--- src/rtl/proc_ctrl_pkg.sv ---
// Shared control encodings for the 16-bit multi-cycle processor: FSM states,
// opcodes and the ALU / mux select codes used by the control and datapath.
package proc_ctrl_pkg;

    typedef enum logic [3:0] {
        FETCH     = 4'd0,
        DECODE    = 4'd1,
        MEM_ADDR  = 4'd2,
        MEM_RD    = 4'd3,
        MEM_WB    = 4'd4,
        MEM_WR    = 4'd5,
        R_EXEC    = 4'd6,
        R_WB      = 4'd7,
        BRANCH    = 4'd8,
        JUMP      = 4'd9,
        ADDI_EXEC = 4'd10,
        ADDI_WB   = 4'd11,
        HALT      = 4'd12,
        ERROR     = 4'd13
    } state_t;

    localparam logic [3:0] OP_RTYPE = 4'b0000;
    localparam logic [3:0] OP_LW    = 4'b0001;
    localparam logic [3:0] OP_SW    = 4'b0010;
    localparam logic [3:0] OP_BEQ   = 4'b0011;
    localparam logic [3:0] OP_ADDI  = 4'b0100;
    localparam logic [3:0] OP_J     = 4'b0101;
    localparam logic [3:0] OP_HALT  = 4'b1111;

    localparam logic [1:0] ALU_ADD   = 2'b00;
    localparam logic [1:0] ALU_SUB   = 2'b01;
    localparam logic [1:0] ALU_FUNCT = 2'b10;

    localparam logic [1:0] SRCB_REG   = 2'b00;
    localparam logic [1:0] SRCB_ONE   = 2'b01;
    localparam logic [1:0] SRCB_IMM   = 2'b10;
    localparam logic [1:0] SRCB_SHIFT = 2'b11;

    localparam logic [1:0] PCSRC_ALU    = 2'b00;
    localparam logic [1:0] PCSRC_ALUOUT = 2'b01;
    localparam logic [1:0] PCSRC_JUMP   = 2'b10;

endpackage

--- src/rtl/multi_cycle_control.sv ---
// Main control FSM of the multi-cycle processor: sequences fetch, decode,
// execute, memory and write-back, and counts retired instructions.
module multi_cycle_control
    import proc_ctrl_pkg::*;
#(
    parameter int RETIRE_W = 16
) (
    input  logic                clock,
    input  logic                reset_n,
    input  logic [3:0]          opcode,
    input  logic                mem_ready,
    output logic                pc_write,
    output logic                pc_write_cond,
    output logic                ir_write,
    output logic                mem_read,
    output logic                mem_write,
    output logic                i_or_d,
    output logic                reg_write,
    output logic                reg_dst,
    output logic                mem_to_reg,
    output logic                alu_src_a,
    output logic [1:0]          alu_src_b,
    output logic [1:0]          alu_op,
    output logic [1:0]          pc_source,
    output logic [3:0]          state,
    output logic                halted,
    output logic                error,
    output logic [RETIRE_W-1:0] retired
);

    localparam logic [RETIRE_W-1:0] RETIRE_ONE = RETIRE_W'(1);

    state_t                state_q, state_d;
    logic   [3:0]          op_q;
    logic   [RETIRE_W-1:0] retired_q;

    // An instruction retires whenever control returns to FETCH from elsewhere.
    always_ff @(posedge clock) begin
        if (!reset_n) begin
            state_q   <= FETCH;
            op_q      <= 4'd0;
            retired_q <= '0;
        end else begin
            state_q <= state_d;
            if (state_q == DECODE)
                op_q <= opcode;
            if (state_q != FETCH && state_d == FETCH)
                retired_q <= retired_q + RETIRE_ONE;
        end
    end

    always_comb begin
        state_d       = state_q;
        pc_write      = 1'b0;
        pc_write_cond = 1'b0;
        ir_write      = 1'b0;
        mem_read      = 1'b0;
        mem_write     = 1'b0;
        i_or_d        = 1'b0;
        reg_write     = 1'b0;
        reg_dst       = 1'b0;
        mem_to_reg    = 1'b0;
        alu_src_a     = 1'b0;
        alu_src_b     = SRCB_REG;
        alu_op        = ALU_ADD;
        pc_source     = PCSRC_ALU;
        halted        = 1'b0;
        error         = 1'b0;
        case (state_q)
            FETCH: begin
                mem_read  = 1'b1;
                alu_src_b = SRCB_ONE;
                ir_write  = mem_ready;
                pc_write  = mem_ready;
                if (mem_ready)
                    state_d = DECODE;
            end
            // The live opcode is only trusted here; later states use op_q.
            DECODE: begin
                alu_src_b = SRCB_SHIFT;
                case (opcode)
                    OP_RTYPE:     state_d = R_EXEC;
                    OP_LW, OP_SW: state_d = MEM_ADDR;
                    OP_BEQ:       state_d = BRANCH;
                    OP_ADDI:      state_d = ADDI_EXEC;
                    OP_J:         state_d = JUMP;
                    OP_HALT:      state_d = HALT;
                    default:      state_d = ERROR;
                endcase
            end
            MEM_ADDR: begin
                alu_src_a = 1'b1;
                alu_src_b = SRCB_IMM;
                state_d   = (op_q == OP_SW) ? MEM_WR : MEM_RD;
            end
            MEM_RD: begin
                mem_read = 1'b1;
                i_or_d   = 1'b1;
                if (mem_ready)
                    state_d = MEM_WB;
            end
            MEM_WB: begin
                reg_write  = 1'b1;
                mem_to_reg = 1'b1;
                state_d    = FETCH;
            end
            MEM_WR: begin
                i_or_d    = 1'b1;
                mem_write = mem_ready;
                if (mem_ready)
                    state_d = FETCH;
            end
            R_EXEC: begin
                alu_src_a = 1'b1;
                alu_op    = ALU_FUNCT;
                state_d   = R_WB;
            end
            R_WB: begin
                reg_write = 1'b1;
                reg_dst   = 1'b1;
                state_d   = FETCH;
            end
            BRANCH: begin
                alu_src_a     = 1'b1;
                alu_op        = ALU_SUB;
                pc_write_cond = 1'b1;
                pc_source     = PCSRC_ALUOUT;
                state_d       = FETCH;
            end
            JUMP: begin
                pc_write  = 1'b1;
                pc_source = PCSRC_JUMP;
                state_d   = FETCH;
            end
            ADDI_EXEC: begin
                alu_src_a = 1'b1;
                alu_src_b = SRCB_IMM;
                state_d   = ADDI_WB;
            end
            ADDI_WB: begin
                reg_write = 1'b1;
                state_d   = FETCH;
            end
            HALT:    halted  = 1'b1;
            ERROR:   error   = 1'b1;
            default: state_d = ERROR;
        endcase
    end

    assign state   = state_q;
    assign retired = retired_q;

endmodule

--- config.mk ---
export PLATFORM = sky130hd
export DESIGN_NAME = multi_cycle_control
export DESIGN_NICKNAME = d
export VERILOG_FILES = /design/src/rtl/proc_ctrl_pkg.sv /design/src/rtl/multi_cycle_control.sv
export SDC_FILE = /design/constraint.sdc
export NUM_CORES = 1
export LEC_CHECK = 0
export CORE_MARGIN = 4
export CORE_UTILIZATION = 51
export DETAILED_ROUTE_END_ITERATION = 6
export PLACE_DENSITY = 0.84
export SLEW_MARGIN = 15
export SYNTH_ARGS = -nofsm -noshare
export SYNTH_HDL_FRONTEND = slang
export SYNTH_SLANG_ARGS = --single-unit
--- constraint.sdc ---
create_clock -name clock -period 5.25 [get_ports clock]
set_clock_uncertainty 0.15 [all_clocks]
set_input_delay 0.525 -clock clock [delete_from_list [all_inputs] [get_ports clock]]
set_output_delay 0.525 -clock clock [all_outputs]
set_load 0.05 [all_outputs]
* Yosys cells after proc, flatten, opt, wreduce, memory -nomap -nowiden
Index checks and enable logic that the tools add are counted.
Operators by class: add/sub/neg operators 1, multipliers 0, divide/modulo/power cells 0, $lt $le $gt $ge 0, eq/ne operators 20, shifts and indexed selects 0, muxes and demuxes 21, bitwise logic cells 0, reductions and logical operators 13
Operator list (count):
- $pmux W4 S9 | 1
- $eq A4 B4 Y1 const B | 7
- $eq A4 B3 Y1 const B | 6
- $pmux W4 S6 | 1
- $eq A4 B2 Y1 const B | 5
- $add A16 B1 Y16 const B | 1
- $logic_not A4 Y1 | 3
- $mux W4 | 3
- $mux W1 | 11
- $reduce_or A2 Y1 | 5
- $eq A4 B1 Y1 const B | 2
- $pmux W2 S2 | 2
- $pmux W2 S3 | 1
- $reduce_or A5 Y1 | 1
- $reduce_bool A4 Y1 | 1
- $reduce_or A4 Y1 | 1
- $mux W3 | 1
- $reduce_or A3 Y1 | 1
- $pmux W1 S2 | 1
- $logic_and A1 B1 Y1 | 1
Storage, ports and cells: flip-flop bits (word level) 24, bits in latches 0, memory bits (writable) 0, ROM bits 0, input port bits 7, output and inout bits 38, word-level logic and storage cells 58, memories kept 0

* Logic depth before layout (Yosys ltp)
depth in word-level cells 6, gate-level depth with buffers 9, gate-level depth less buffers 5

* Least setup slack after synthesis
No wires, ideal clock.
path kind reg-to-output, start reg state_q[3], in the netlist state[3], end out alu_op[0], arrival 2.805 ns, required time 4.575 ns, slack 1.770 ns, stages on the path, launching flop included 6, buffers on the path 3, path through dfxtp_1 -> clkbuf_1 -> clkbuf_1 -> nand2b_1 -> nor3_1 -> buf_4
Between the ends: word-level cells in the longest chain between the ends 2, elaborated cells on any way between the ends 3, those cells by class eq/ne: 2; mux: 1
RTL lines:
- start, declared | line multi_cycle_control.sv:33 | state_t state_q, state_d;
- start signal, assigned | line multi_cycle_control.sv:44 | state_q <= state_d;
- $eq A4 B4 Y1 / $eq A4 B3 Y1 (equally long branches) | line multi_cycle_control.sv:69 | case (state_q)
- $pmux W2 S2 * | line multi_cycle_control.sv:69
- end, declared | line multi_cycle_control.sv:23 | output logic [1:0] alu_op,
Mark *: on every way between the ends. The rest lies on a longest branch, timed or not.

* Worst setup path in the final report
start in mem_ready, end out pc_write
Between the ends: word-level cells in the longest chain between the ends 1
RTL lines:
- start, declared | line multi_cycle_control.sv:11 | input logic mem_ready,
- $pmux W1 S2 | line multi_cycle_control.sv:69
- end, declared | line multi_cycle_control.sv:12 | output logic pc_write,
No other way between the ends.

==> flow_metrics.py <==
metrics = {
    "cells_and_area": {
        "n_fill_cell": 241,
        "footprint_of_the_flip_flops_and_latches_um2": 480,
        "multi_input_area_um2": 935,
        "final_cell_mix": "clkdlybuf4s50_1 (44), dfxtp_1 (24), nand2_1 (18)",
        "finalNetCount": 236,
        "layout.cells.most_common": "clkdlybuf4s50_1",
        "synthToLayoutAreaGrowth_pct": 29.8,
        "diode_count": 0,
        "layout.cells.non_filler": 258,
        "layout-drive-gt1-share": 0.0485,
    },
    "worst_hold_path": {
        "min_path_type": "reg2reg",
    },
    "sta": {
        "worstMarginPinSlew_ps": 1020,
        "final-setup-viol-count": 0,
        "timing.slew.headroom": 0.314,
        "setup_total_negative_slack_ps": 0,
        "worst_hold_slack_ps": 320,
        "hold_viol": 0,
        "finalMaxSlewViolations": 0,
        "maxClockFrequency_ghz": 0.293,
        "rsz0062_at_grt": "no",
        "fin_crit_ps": 3410,
        "fin_crit_sh": 0.649,
    },
    "clocking": {
        "clock_path_buffers": 2,
        "cts.sink_count": 24,
        "cts.reportedPaths.clkPinSlew_ps": 130,
        "clock_latency_ps": 320,
        "cts_setup_buffers": 0,
        "cts_resized": 0,
        "cts-htree-levels": 1,
        "cts-hold-fix-buffers": 0,
        "cts_root_buf": "clkbuf_4",
        "tritoncts": "built",
        "cts-buffers-inserted": 3,
    },
    "drt": {
        "drt-vias-per-instance": 6.27,
        "dr_total_vias": 1617,
        "drt_wl_total_mm": 4.03,
        "wl_met3_um": 179,
        "top_layer_reached_by_signal_wires": "met4",
        "routed-wl-met2_mm": 2.05,
        "drt-pass1-iter-count": 5,
        "drtIter0Drc": 135,
        "ant_nets": 0,
        "post-route-drc-count": 0,
        "mean_routed_wirelength_per_cell_um": 15.6,
        "routedLengthMet1_mm": 1.74,
    },
    "run_status": {
        "outcome": "finished, final reports clean",
    },
    "power_and_ir_drop": {
        "power.share.clock": 0.244,
        "leakagePower_nw": 0.618,
        "power_switching_mw": 0.216,
        "share_of_power_burned_in_registers": 0.379,
        "max-vdd-ir-drop_mv": 0.136,
        "power_report.internal_total_mw": 0.335,
        "switching_share_of_total_power": 0.392,
        "cellPowerDensity_nw_per_um2": 279,
        "combinational_fraction_of_design_power": 0.376,
    },
    "critical_path": {
        "path_max_fanout": 6,
        "cp_data_required_time_ps": 4580,
        "crit_path_start_kind": "input pin",
        "worst_setup_path_end_kind": "primary output",
        "path_class": "in2out",
        "worstPathArrival_ps": 2730,
    },
    "placement": {
        "buffer_ports.inserted": 44,
        "routabilityCongestion": 0.891,
        "placed_cells": 254,
        "hpwl_mm": 2.83,
    },
    "die": {
        "floorplan.initialDensity": 0.542,
        "die_x_um": 62.6,
        "num_rows": 19,
        "die-area_um2": 3920,
        "core_region_area_um2": 2810,
        "die_h_um": 62.6,
        "top_level_ports": 45,
    },
    "synth": {
        "synth_mux_area_frac": 0.0263,
        "dominant_combinational_cell_family_by_area_after_synthesis": "simple AND/OR/NAND/NOR gates",
        "synth_cell_type_count": 45,
        "async_flop_share": 0,
        "ys_ff_latch": 24,
        "synth-simple-area-share": 0.359,
        "adder_and_majority_cell_fraction_of_the_synthesized_area": 0.00823,
        "synth_cells": 194,
        "synth-main-ff-cell": "dfxtp_1",
        "compound_cell_area_share_of_the_yosys_netlist": 0.210,
        "synth.yosys.seq_area_share": 0.316,
        "post_synth.cell_area_avg_um2": 7.84,
        "synthXorXnorAreaFrac": 0.0115,
        "syn-num-nets": 202,
        "synth.yosys.warnings": 0,
        "synth.cell_area_um2": 1520,
        "synth-edff-count": 0,
    },
    "global_routing": {
        "grt_overflow": 0,
        "groute.usage.overall": 0.211,
        "first_global_vias": 1543,
        "antenna_found_initial": 0,
        "grt_first_pass_wirelength_mm": 7.03,
        "largest_net_degree_at_the_start_of_global_routing": 30,
    },
    "run": {
        "maxCapViolations": 0,
    },
}
flip-flops by register name (all words and copies together), names as in the netlist:
name and count:
op_q 4, retired 16, state 4
cell usage after synthesis (2+ instances only):
library cell	instances	area, µm²
dfxtp_1	24	480
nand2_1	18	67.6
a21oi_1	16	80.1
nor2_1	12	45.0
nor3_1	12	60.1
nand2b_1	10	62.6
clkbuf_1	8	30.0
nand3_1	8	40.0
o31ai_1	8	60.1
or4_1	7	52.6
nand4_1	6	37.5
and2_1	4	25.0
and4_1	4	35.0
buf_4	4	30.0
inv_1	4	15.0
mux2i_1	4	40.0
o21ai_0	4	20.0
buf_2	3	15.0
o41ai_1	3	26.3
a221oi_1	2	17.5
a31oi_1	2	12.5
nor2b_1	2	12.5
o211ai_1	2	15.0
o311ai_0	2	17.5
o32a_1	2	20.0
or2_2	2	12.5
or3_1	2	12.5
xnor2_1	2	17.5
critical path, cell delays in order:
cell and delay (ps):
clkdlybuf4s50_1 580, or3b_2 500, nor3_1 190, or2_2 150, clkdlybuf4s50_1 790
path summary, 6_finish.rpt:
| path | to | slack (ps) | cells past startpoint | startpoint |
|---|---|---|---|---|
| max | pc_write | 1840 | 5 | mem_ready |
| min | op_q[3] | 320 | 2 | op_q[3] |
| max reg2reg | retired[6] | 2370 | 5 | state[0] |
| min reg2reg | op_q[3] | 320 | 2 | op_q[3] |
logic make-up after synthesis:
group	count (synthesis)
DFF	24
adders and majority gates	1
muxes	4
xor gates and xnor gates	2
and+or+nand+nor	95
buffers and inverters	21
AOI/OAI and AO/OA	47
final cells by class:
class                   count  area share
clock buffers               3      0.0114
clock inverters             1      0.0152
inverters                   5     0.00951
multi-input cells         149       0.474
flip-flops and latches     24       0.244
well taps                  31      0.0197
repair buffers             45       0.227
metal layers:
metal | global-route usage | up-vias
met5 | 0 | -
met4 | 0.0661 | 0
met3 | 0.0396 | 7
met2 | 0.377 | 55
met1 | 0.255 | 759
li1 | - | 796
stage by stage:
| stage | area, µm² | power, mW | utilization | setup slack (ps) |
|---|---|---|---|---|
| global placement | 1920 | 0.413 | 0.685 | 1900 |
| CTS | 1970 | 0.553 | 0.703 | 1850 |
| finish | 1970 | 0.551 | 0.703 | 1840 |
| floorplan | 1520 | 0.363 | - | 1770 |
| detailed placement | 1920 | 0.419 | 0.685 | 1860 |
| global route | 1970 | 0.578 | 0.703 | 1790 |
power groups by stage:
stage                     Sequential, mW  Combinational (mW)  Clock, mW
after floorplan                    0.218               0.145          0
after global placement             0.211               0.202          0
after detailed placement           0.213               0.206          0
after CTS                          0.209               0.207      0.137
after global routing               0.212               0.222      0.145
final                              0.209               0.207      0.135
Note: power is estimated with default switching activity, not from simulation.
